### config.mk
export PLATFORM = sky130hd
export DESIGN_NAME = dk_sound_mixer
export DESIGN_NICKNAME = d
export VERILOG_FILES = /design/src/rtl/dk_sound_mixer.sv
export SDC_FILE = /design/constraint.sdc
export NUM_CORES = 1
export LEC_CHECK = 0
export CORE_UTILIZATION = 54
export DETAILED_ROUTE_END_ITERATION = 7
export PLACE_DENSITY = 0.84
export SYNTH_ARGS = -nofsm -noshare
export SYNTH_HDL_FRONTEND = slang
export SYNTH_SLANG_ARGS = --single-unit
export TNS_END_PERCENT = 5
### constraint.sdc
create_clock -name clk -period 4 [get_ports clk]
set_clock_uncertainty 0.15 [all_clocks]
set_input_delay 0.4 -clock clk [delete_from_list [all_inputs] [get_ports clk]]
set_output_delay 0.4 -clock clk [all_outputs]
set_load 0.01 [all_outputs]
### src/rtl/dk_sound_mixer.sv
// ============================================================================
// Module      : dk_sound_mixer
// Description : Final mixing stage of the DK discrete-sound chain. On each
//               audio sample strobe it snapshots four signed 16-bit circuit
//               outputs, applies per-channel Q2.14 gain and mute, sums them
//               with a sequential multiply-accumulate (one channel per clock),
//               saturates the result to 16 bits and emits a one-cycle valid.
// Ports       : clk          - system clock
//               reset        - asynchronous, active-high reset
//               audio_clk_en - one-cycle sample strobe
//               in_0..in_3   - signed circuit outputs (in_0 = walk)
//               mute[3:0]    - bit n forces channel n's contribution to 0
//               out          - signed mixed sample, held between updates
//               out_valid    - one-cycle pulse when out updates
//               clipped      - pulses with out_valid when the sum saturated
//               overrun      - sticky; a strobe arrived while busy
// Config      : `DK_MIXER_DC_BLOCK_EN inserts a first-order DC blocker
//               (pole set by DC_SHIFT) ahead of saturation and adds one
//               cycle of latency.
// Revision    : 1.0 - initial release
// ============================================================================
`default_nettype none

module dk_sound_mixer #(
  parameter int unsigned GAIN_0   = 16384,
  parameter int unsigned GAIN_1   = 16384,
  parameter int unsigned GAIN_2   = 16384,
  parameter int unsigned GAIN_3   = 16384,
  parameter int unsigned DC_SHIFT = 10
) (
  input  logic               clk,
  input  logic               reset,
  input  logic               audio_clk_en,
  input  logic signed [15:0] in_0,
  input  logic signed [15:0] in_1,
  input  logic signed [15:0] in_2,
  input  logic signed [15:0] in_3,
  input  logic        [3:0]  mute,
  output logic signed [15:0] out,
  output logic               out_valid,
  output logic               clipped,
  output logic               overrun
);

  // Gains are unsigned Q2.14; a zero MSB makes them non-negative 17-bit signed.
  localparam logic signed [16:0] c_G0 = {1'b0, 16'(GAIN_0)};
  localparam logic signed [16:0] c_G1 = {1'b0, 16'(GAIN_1)};
  localparam logic signed [16:0] c_G2 = {1'b0, 16'(GAIN_2)};
  localparam logic signed [16:0] c_G3 = {1'b0, 16'(GAIN_3)};

  typedef enum logic [1:0] {
    S_IDLE  = 2'd0,
    S_ACCUM = 2'd1,
    S_SCALE = 2'd2,
    S_DCB   = 2'd3
  } state_t;

  state_t                    r_state;
  state_t                    w_state_next;
  logic                      w_overrun_set;
  logic signed [15:0]        r_snap [4];
  logic        [3:0]         r_mute;
  logic        [1:0]         r_idx;
  logic signed [35:0]        r_acc;
  logic signed [15:0]        w_sample;
  logic signed [16:0]        w_gain;
  logic signed [32:0]        w_prod;
  logic signed [21:0]        w_s;
  logic signed [26:0]        w_sat_in;
  logic        [16:0]        w_sat;

  // Returns {clip_flag, saturated_value}.
  function automatic logic [16:0] f_sat16(input logic signed [26:0] v);
    if (v > 27'sd32767)       return {1'b1, 16'h7fff};
    else if (v < -27'sd32768) return {1'b1, 16'h8000};
    else                      return {1'b0, v[15:0]};
  endfunction

  // --------------------------------------------------------------------------
  // FSM
  // --------------------------------------------------------------------------
  always_ff @(posedge clk or posedge reset) begin
    if (reset) r_state <= S_IDLE;
    else       r_state <= w_state_next;
  end

  always_comb begin
    w_state_next  = r_state;
    w_overrun_set = 1'b0;
    case (r_state)
      S_IDLE: begin
        if (audio_clk_en) w_state_next = S_ACCUM;
      end
      S_ACCUM: begin
        w_overrun_set = audio_clk_en;
        if (r_idx == 2'd3) w_state_next = S_SCALE;
      end
      S_SCALE: begin
        w_overrun_set = audio_clk_en;
`ifdef DK_MIXER_DC_BLOCK_EN
        w_state_next  = S_DCB;
`else
        w_state_next  = S_IDLE;
`endif
      end
      default: begin
        w_overrun_set = audio_clk_en;
        w_state_next  = S_IDLE;
      end
    endcase
  end

  // --------------------------------------------------------------------------
  // Multiply-accumulate datapath
  // --------------------------------------------------------------------------
  always_comb begin
    w_sample = r_snap[r_idx];
    case (r_idx)
      2'd0:    w_gain = c_G0;
      2'd1:    w_gain = c_G1;
      2'd2:    w_gain = c_G2;
      default: w_gain = c_G3;
    endcase
    w_prod = r_mute[r_idx] ? 33'sd0 : w_sample * w_gain;
  end

  // Drop the Q2.14 fraction.
  assign w_s = r_acc[35:14];

`ifdef DK_MIXER_DC_BLOCK_EN
  // y = s - x1 + y1 - (y1 >>> DC_SHIFT), evaluated in SCALE; the blocker
  // state is clamped to 24 bits so a pathological input cannot wrap it.
  logic signed [23:0] r_x1;
  logic signed [23:0] r_y1;
  logic signed [23:0] w_y1_sh;
  logic signed [26:0] w_y;
  logic signed [23:0] w_y1_next;

  assign w_y1_sh   = r_y1 >>> DC_SHIFT;
  assign w_y       = {{5{w_s[21]}}, w_s} - {{3{r_x1[23]}}, r_x1}
                   + {{3{r_y1[23]}}, r_y1} - {{3{w_y1_sh[23]}}, w_y1_sh};
  assign w_y1_next = (w_y > 27'sd8388607)  ? 24'sh7fffff :
                     (w_y < -27'sd8388608) ? 24'sh800000 : w_y[23:0];
  assign w_sat_in  = {{3{r_y1[23]}}, r_y1};
`else
  assign w_sat_in  = {{5{w_s[21]}}, w_s};
`endif

  assign w_sat = f_sat16(w_sat_in);

  always_ff @(posedge clk or posedge reset) begin
    if (reset) begin
      for (int i = 0; i < 4; i++) r_snap[i] <= '0;
      r_mute    <= '0;
      r_idx     <= '0;
      r_acc     <= '0;
      out       <= '0;
      out_valid <= 1'b0;
      clipped   <= 1'b0;
      overrun   <= 1'b0;
`ifdef DK_MIXER_DC_BLOCK_EN
      r_x1      <= '0;
      r_y1      <= '0;
`endif
    end else begin
      out_valid <= 1'b0;
      clipped   <= 1'b0;
      if (w_overrun_set) overrun <= 1'b1;
      case (r_state)
        S_IDLE: begin
          if (audio_clk_en) begin
            r_snap[0] <= in_0;
            r_snap[1] <= in_1;
            r_snap[2] <= in_2;
            r_snap[3] <= in_3;
            r_mute    <= mute;
            r_acc     <= '0;
            r_idx     <= '0;
          end
        end
        S_ACCUM: begin
          r_acc <= r_acc + {{3{w_prod[32]}}, w_prod};
          r_idx <= r_idx + 2'd1;
        end
        S_SCALE: begin
`ifdef DK_MIXER_DC_BLOCK_EN
          r_x1 <= {{2{w_s[21]}}, w_s};
          r_y1 <= w_y1_next;
`else
          out       <= w_sat[15:0];
          clipped   <= w_sat[16];
          out_valid <= 1'b1;
`endif
        end
        default: begin
`ifdef DK_MIXER_DC_BLOCK_EN
          out       <= w_sat[15:0];
          clipped   <= w_sat[16];
          out_valid <= 1'b1;
`endif
        end
      endcase
    end
  end

endmodule

`default_nettype wire

==> results.tsv <==
metric	value	unit
outcome	finished clean	
WL/cell	16.6	um
die width	107	um
depth of the worst hold-timing path	3	
kind of start point of the critical path	register	
syn_nets	753	
Crit. Startpoint	r_idx[0]$_DFFE_PP0P_	
CTS tree	built	
Final Non-Filler Cells	890	
Yosys warnings	0	
most numerous cell on the critical path	a21oi_1	
CTS max path bufs	2	
Hold Path Class	input port to register	
final instance area	0.00750	sq mm
Placed Instances	858	
first-pass GRT wire length	24.3	mm
# clock sinks	113	
Die Y	107	um
Post-DP Area	0.00694	sq mm
Worst EP arrival	4.00	ns
sw power	2.98	mW
global-route usage over all layers	0.279	
GP Congestion	0.890	
Mapped Cells	659	
Pwr Total	7.17	mW
Comb power frac	0.513	
fmax	268	MHz
Avg Cell Area, Syn	8.99	sq um
post-synthesis async set-or-reset flop share	1.00	
vias per cell	5.67	
R2R depth	11	
htree depth	4	
IO buf count	89	
R2R Setup Slk	0.26	ns
Worst Hold End	r_snap[21]$_DFFE_PP0P_	
iteration-0 DRC count of the detailed router	373	
Final Hold Violating Endpoints	0	
routed vias	5047	
Post-synth EDFFs	0	
clock latency at the later pin of the worst-skew pair	0.53	ns
initial antenna violation count	0	
Synth area leader	dfrtp_1	
vias in the first global route	4940	
Rows	37	
top cells by area, synth	dfrtp_1 48%, nand2_1 15%, o21ai_0 5.1%	
sw frac	0.416	
First-pass DRT Iterations	5	
PD cells	957	mW/mm^2
leak pwr	3.62	nW
core box area	0.0105	sq mm
Worst R2R End	r_acc[30]$_DFFE_PP0P_	
max_cap viols	0	
Worst-Margin Slew	1.02	ns
root buffer cell	clkbuf_8	
final worst path period share	0.934	
Reg power frac	0.288	
Post-Syn Area	0.00593	sq mm
share of the synthesized area in the top cell type	0.477	
RSZ-0062 raised after global routing	false	
flops & latches, synth	113	
Starting Density	0.566	
setup TNS	0	ns
Crit path required time	4.26	ns
main flop type after synthesis	dfrtp_1	
Die Area	0.0114	sq mm
worst path cell trace	mux4_1 > buf_4 > nor2b_1 > ha_1 > a21oi_1 > o21bai_1 > a21o_1 > a21oi_1 > a21boi_0 > or3_1 > a32o_1	
critical path type	register to register	
Final Net Count	835	
peak supply drop	0.000384	V
min-delay src	in_2[5]	
n_diodes	0	
CP max FO	12	
library cells used by synthesis	48	
GR Overflow Total	0	
sequential area share after synthesis	0.477	
WL final	14.8	mm
pin count of the biggest net entering global routing	72	
DP Wirelength	10.4	mm
clock-pin slew on the worst setup and hold paths	0.06	ns
final number of setup-violating endpoints	0	
clock power share	0.199	
fin crit period	3.74	ns
slowest stage delay, CP	0.74	ns
post-CTS sizing	0	
Inserted Clock Buffers	17	
highest-delay cell along the critical path	mux4_1	
max-slew violation count	0	
FILL cells	789	
Slew Limit Headroom	0.317	
reg2reg start	r_idx[0]$_DFFE_PP0P_	
design internal power	4.19	mW
layout cells sized above 1	0.0676	
residual DRC count	0	
Critical Path Sink Type	register	
Hold Buf Count CTS	0	
Fin Hold WS	0.243	ns
setup bufs post-CTS	0	
antenna viol nets, final	0	
num ports	90	
synthesis-to-layout area growth	26.5	%
-- layer usage --
metal | share of wire | global-route usage
met4 | 0.027 | 0.130
met2 | 0.47 | 0.436
met5 | 0 | 0
met3 | 0.059 | 0.0511
met1 | 0.44 | 0.379
-- registers in the layout, indices dropped and copies added, names as in the netlist --
register,flops
clipped,1
out,16
out_valid,1
overrun,1
r_acc,22
r_idx,2
r_mute,4
r_snap,64
r_state,2
-- cell usage in the layout, fill, tap and decap left out, drive strengths merged, types with 3 or more instances in the layout --
| cell | n |
|---|---|
| nand2 | 244 |
| dfrtp | 113 |
| clkdlybuf4s50 | 89 |
| o21ai | 60 |
| ha | 22 |
| nand3 | 21 |
| clkbuf | 21 |
| a21oi | 20 |
| nor2b | 20 |
| mux4 | 16 |
| nor2 | 14 |
| inv | 12 |
| a21o | 9 |
| buf | 9 |
| xor2 | 7 |
| clkinv | 7 |
| o31ai | 6 |
| nor3 | 5 |
| nand4 | 5 |
| nand2b | 4 |
| o21a | 4 |
| and3 | 4 |
| o21bai | 4 |
| xnor2 | 4 |
| a31oi | 3 |
| and2 | 3 |
-- kinds of logic (layout without fill, tap and decap cells) --
| logic type | count (synthesis) | in the layout | share of synthesized area |
|---|---|---|---|
| compound gates | 122 | 122 | 0.124 |
| xor+xnor | 11 | 11 | 0.0163 |
| fa+ha+maj | 23 | 23 | 0.0498 |
| buf+inv | 47 | 142 | 0.0315 |
| flops | 113 | 113 | 0.477 |
| mux | 18 | 18 | 0.0699 |
| simple gates | 325 | 325 | 0.231 |
-- through the flow --
stage,utilization,setup WS (ns)
finish,0.717,0.264
global route,0.717,0.0448
CTS,0.717,0.296
detailed placement,0.664,0.326
global placement,0.664,0.378
floorplan,-,0.368
-- worst max path at each step --
stage | end | slack, ns | depth (start not counted)
after floorplan | r_acc[35]$_DFFE_PP0P_ | 0.37 | 13
after global placement | r_acc[30]$_DFFE_PP0P_ | 0.38 | 11
after detailed placement | r_acc[30]$_DFFE_PP0P_ | 0.33 | 11
after CTS | r_acc[30]$_DFFE_PP0P_ | 0.30 | 11
after global routing | r_acc[30]$_DFFE_PP0P_ | 0.04 | 10
final | r_acc[30]$_DFFE_PP0P_ | 0.26 | 11
-- synth_stat cells, types with 5 or more instances --
| cell type | count |
|---|---|
| clkbuf_1 | 29 |
| a21oi_1 | 20 |
| ha_1 | 22 |
| mux4_2 | 7 |
| xor2_1 | 7 |
| mux4_1 | 9 |
| dfrtp_1 | 113 |
| nand4_1 | 5 |
| nor2b_1 | 19 |
| o21ai_0 | 60 |
| nor2_1 | 14 |
| nand3_1 | 21 |
| nand2_1 | 244 |
| o31ai_1 | 6 |
| a21o_1 | 9 |
| inv_1 | 12 |
| nor3_1 | 5 |
-- power by group through the flow --
stage	clock, mW	sequential, mW	combinational [mW]
after floorplan	0	1.96	2.70
after global placement	0	2.05	3.53
after detailed placement	0	2.07	3.62
after CTS	1.44	2.06	3.65
after global routing	1.49	2.12	4.07
final	1.43	2.07	3.68
-- worst max-delay path, delay by kind of cell, from the launching register on --
| kind | cells | cell delay (ns) |
|---|---|---|
| AOI/OAI and AO/OA | 6 | 1.15 |
| and+or+nand+nor | 2 | 0.51 |
| buffers and inverters | 1 | 0.25 |
| muxes | 1 | 0.74 |
| DFF | 1 | 0.49 |
| adders and majority gates | 1 | 0.33 |
-- layout make-up --
| type | instances | area [sq um] | area share |
|---|---|---|---|
| multi-input combinational | 499 | 2920 | 0.389 |
| sequential | 113 | 2830 | 0.377 |
| timing repair buffer | 98 | 983 | 0.131 |
| clock buffer | 21 | 439 | 0.0586 |
| tap | 136 | 170 | 0.0227 |
| clock inverter | 11 | 114 | 0.0152 |
| inverter | 12 | 47.5 | 0.00634 |
Note: power is estimated with default switching activity, not from simulation.
